**src/rtl/setting_reg_pkg.sv**
```systemverilog
// setting_reg_pkg
//   Settings-bus constants shared by every register that sits on the bus.
//   SB_ADDR_W : write address width
//   SB_DATA_W : write data width
//   sb_hit()  : address/strobe qualification used by each register

package setting_reg_pkg;

  localparam int SB_ADDR_W = 8;
  localparam int SB_DATA_W = 32;

  // A write reaches a register only when the strobe is up and the address matches.
  function automatic logic sb_hit(input logic strobe, input logic [SB_ADDR_W-1:0] addr,
                                  input logic [SB_ADDR_W-1:0] my_addr);
    return strobe && (addr == my_addr);
  endfunction

endpackage

```
**src/rtl/setting_reg.sv**
```systemverilog
// setting_reg
//   One settings-bus register. A write whose address matches my_addr loads
//   the low `width` bits of the bus data into out on that clk edge, and
//   changed pulses high for the following cycle. Several instances may share
//   an address; each latches the same write on its own.
//
// Parameters
//   my_addr  : bus address this register answers to
//   width    : stored width, 1..32
//   at_reset : value held in out while rst is low
// Ports
//   clk     : clock, rising edge
//   rst     : asynchronous reset, active low
//   strobe  : bus write strobe (one cycle)
//   addr    : bus write address
//   in      : bus write data (bits above width are dropped)
//   out     : register contents
//   changed : one-cycle pulse, out was written on the previous edge

module setting_reg
  import setting_reg_pkg::*;
#(
  parameter logic [SB_ADDR_W-1:0] my_addr  = '0,
  parameter int                   width    = 32,
  parameter logic [SB_DATA_W-1:0] at_reset = '0
) (
  input  logic                 clk,
  input  logic                 rst,
  input  logic                 strobe,
  input  logic [SB_ADDR_W-1:0] addr,
  input  logic [SB_DATA_W-1:0] in,
  output logic [width-1:0]     out,
  output logic                 changed
);

  logic hit;

  assign hit = sb_hit(strobe, addr, my_addr);

  // Both outputs come straight from flops, so nothing on the bus reaches
  // out or changed without a clock edge. changed follows every hit, even
  // one that rewrites the current value.
  always_ff @(posedge clk or negedge rst) begin
    if (!rst) begin
      out     <= at_reset[width-1:0];
      changed <= 1'b0;
    end else begin
      changed <= hit;
      if (hit) out <= in[width-1:0];
    end
  end

endmodule

```
**config.mk**
```make
export PLATFORM = sky130hd
export DESIGN_NAME = setting_reg
export DESIGN_NICKNAME = d
export VERILOG_FILES = /design/src/rtl/setting_reg_pkg.sv /design/src/rtl/setting_reg.sv
export SDC_FILE = /design/constraint.sdc
export NUM_CORES = 1
export LEC_CHECK = 0
export BUFFER_PORTS_ARGS = -buffer_cell sky130_fd_sc_hd__buf_4
export CAP_MARGIN = 40
export CORE_UTILIZATION = 39
export CTS_CLUSTER_DIAMETER = 30
export DETAILED_ROUTE_END_ITERATION = 6
export GPL_TIMING_DRIVEN = 0
export PLACE_DENSITY_LB_ADDON = 0.2
export SLEW_MARGIN = 20
export SYNTH_ARGS = -nofsm -noshare
export SYNTH_HDL_FRONTEND = slang
export SYNTH_SLANG_ARGS = --single-unit
```
**constraint.sdc**
```tcl
create_clock -name clk -period 0.8 [get_ports clk]
set_input_delay 0.24 -clock clk [delete_from_list [all_inputs] [get_ports clk]]
set_output_delay 0.24 -clock clk [all_outputs]
set_load 0.02 [all_outputs]
```
==> flow_summary.ini <==
[route]
vias = 1050
avgViaCountPerCell = 4.51
drt-wirelength-per-cell_um = 13.7
drt-pass1-iter-count = 3
drt-total-wl_um = 3190
drc = 0
postRouteAntennaNets = 0
drt_iter0_drc = 31

[grt]
grt_max_degree = 34
grt_overflow_total = 0
antenna_found_initial = 0
grtUsageTotal = 0.180
grt_pass1_wl_um = 4680
grt_pass1_vias = 1072

[clock_tree]
cts.sinks = 33
cts_root_buffer = clkbuf_4
cts_made_buffers = 5
clk_latency_ns = 0.32
tritoncts = yes
htree_num_levels = 2
path_clk_slew_ns = 0.10
clockBufferDepth = 2

[cells_and_area]
register_area_um2 = 826
fin_cells = 233
multi_input_area_um2 = 524
layout-drive-gt1-share = 0.813
syn2layout_area_growth_pct = 81.5
nNetsFinal = 229
num_antenna_cells = 0
nFillCells = 241

[critical_path]
worst_r2r_endpoint = out[12]$_DFFE_PN0P_
crit_path_end_kind = flip-flop
required_ns = 1.02
critPathMaxFanout = 5
cp-start-kind = input port
r2r_start = out[12]$_DFFE_PN0P_
path_class = in -> reg
cp.arrival_ns = 1.37
reg2reg_depth = 3
reg2reg_slack_ns = -0.22

[timing]
rsz0062_at_grt = true
worst_pin_slew_ns = 0.417
worst_hold_slack_ns = 0.127
finalClockSkew_ns = 0
post-route-min-period_ns = 1.15
drv_slew = 0
slew_headroom = 0.722
period_share = 1.44
timing.fmax_ghz = 0.869
hold_viol = 0
setup_tns_ns = -20.20
setup_ws_ns = -0.350
setup_viol = 66

[synthesis]
syn-cell-area_um2 = 1380
ys_warn_count = 0
synthDistinctLibCells = 9
muxShareOfSynthArea = 0.339
synth_nets = 116
ys_ff_latch = 33
synth_top_family_by_area = multiplexers
yosys.area_share.simple = 0.0362
synth-compound-area-share = 0
synth_xor_area_frac = 0
syn_inst = 73
synth_top_area_frac = 0.597
synthAdderAreaFrac = 0
seq_area_frac_synth = 0.597
avgSynthCellArea_um2 = 18.9
synthTopCellsByArea = dfrtp_1, mux2_4, buf_6, mux2_2, nor4b_4
yosys.area.top_type = dfrtp_1

[status]
outcome = finished with violations
failed_checks = negative setup slack

[power]
ir_drop_mv = 0.892
p_total_uw = 3540
power.density_nw_per_um2 = 1410
p_leak_uw = 0.00143

[min_path]
whs_endpoint = out[20]$_DFFE_PN0P_
hp-class = in -> reg
hold_path_depth = 2
holdCritStartpoint = in[20]

[die]
die_w_um = 61.5
io_pins = 76
die_area_um2 = 3790
row_count = 21
start_util = 0.411
dieHeight_um = 61.5
coreArea_um2 = 3360

[placed_design]
portBuffers = 75
placed_cells = 194
dp_hpwl_um = 1900
gp_congestion = 0.615

[job]
drv_cap = 0
-- report_power, final --
group / switching [uW] / leakage [uW] / internal, uW / total [uW]
clock network: 542 / 0.0000413 / 509 / 1050
registers: 56.5 / 0.000455 / 1740 / 1800
logic: 243 / 0.000933 / 450 / 693
total: 841 / 0.00143 / 2700 / 3540
-- per-layer routing --
layer  routed length (um)  vias to the layer above  GRT usage
li1                     -                      481          -
met1                 1190                      517      0.187
met2                 1710                       44      0.312
met3                  220                        8     0.0672
met4                   64                        0      0.105
met5                    0                        -          0
-- synth_stat cells (all sizes together) --
cell type,count
nor3,1
nor4b,1
inv,1
dfrtp,33
buf,3
nor2,1
mux2,32
nand3,1
-- sequential cells by signal, summed over array words and instances (netlist names) --
name / cells
out: 32
changed: 1
-- cells by family after synthesis --
kind of cell / after synthesis
DFF: 33
muxes: 32
and+or+nand+nor: 4
buffers and inverters: 4
-- timing repair --
action	in CTS	in global routing
gates cloned	2	0
hold buffers	1	0
setup endpoints to repair	65	66
setup buffers	21	8
hold endpoints to repair	33	0
pin swaps	1	2
gates resized for setup	49	1
-- final cells by class --
type / count / area share
Clock inverter: 1 / 0.00199
Tap cell: 46 / 0.0229
Timing Repair Buffer: 106 / 0.386
Sequential cell: 33 / 0.329
Multi-Input combinational cell: 36 / 0.209
Buffer: 3 / 0.0239
Clock buffer: 7 / 0.0259
Inverter: 1 / 0.00150
-- worst max-delay path by stage --
stage / from / slack [ns] / endpoint
after global placement: addr[1] / -0.65 / out[15]$_DFFE_PN0P_
final: addr[6] / -0.35 / out[7]$_DFFE_PN0P_
after global routing: addr[6] / -0.39 / out[4]$_DFFE_PN0P_
after CTS: out[14]$_DFFE_PN0P_ / -0.35 / out[14]
after floorplan: addr[4] / -0.47 / out[0]$_DFFE_PN0P_
after detailed placement: addr[1] / -0.66 / out[5]$_DFFE_PN0P_
-- layout by cell type (no fill, tap or decap) --
cell           count
dlygate4sd3_1      1
clkinv_2           1
buf_4             64
nor3_2             1
mux2_4            29
dfrtp_1           33
buf_12             3
nand3_4            1
mux2_2             3
buf_16             1
nor4b_4            1
nor2_1             1
buf_6             40
clkbuf_8           2
clkbuf_4           5
inv_2              1
-- worst max-delay path, stage by stage --
cell,delay (ns)
buf_6,0.09
nor4b_4,0.31
nand3_4,0.14
buf_6,0.16
buf_12,0.13
mux2_4,0.29
-- per-stage QoR --
step | setup slack (ns) | util | instance area, um^2
after floorplan | -0.469 | - | 1380
after global placement | -0.648 | 0.596 | 2000
after detailed placement | -0.662 | 0.596 | 2000
after CTS | -0.346 | 0.735 | 2470
after global routing | -0.388 | 0.746 | 2510
final | -0.350 | 0.746 | 2510
Power figures use the tool's default switching activity.
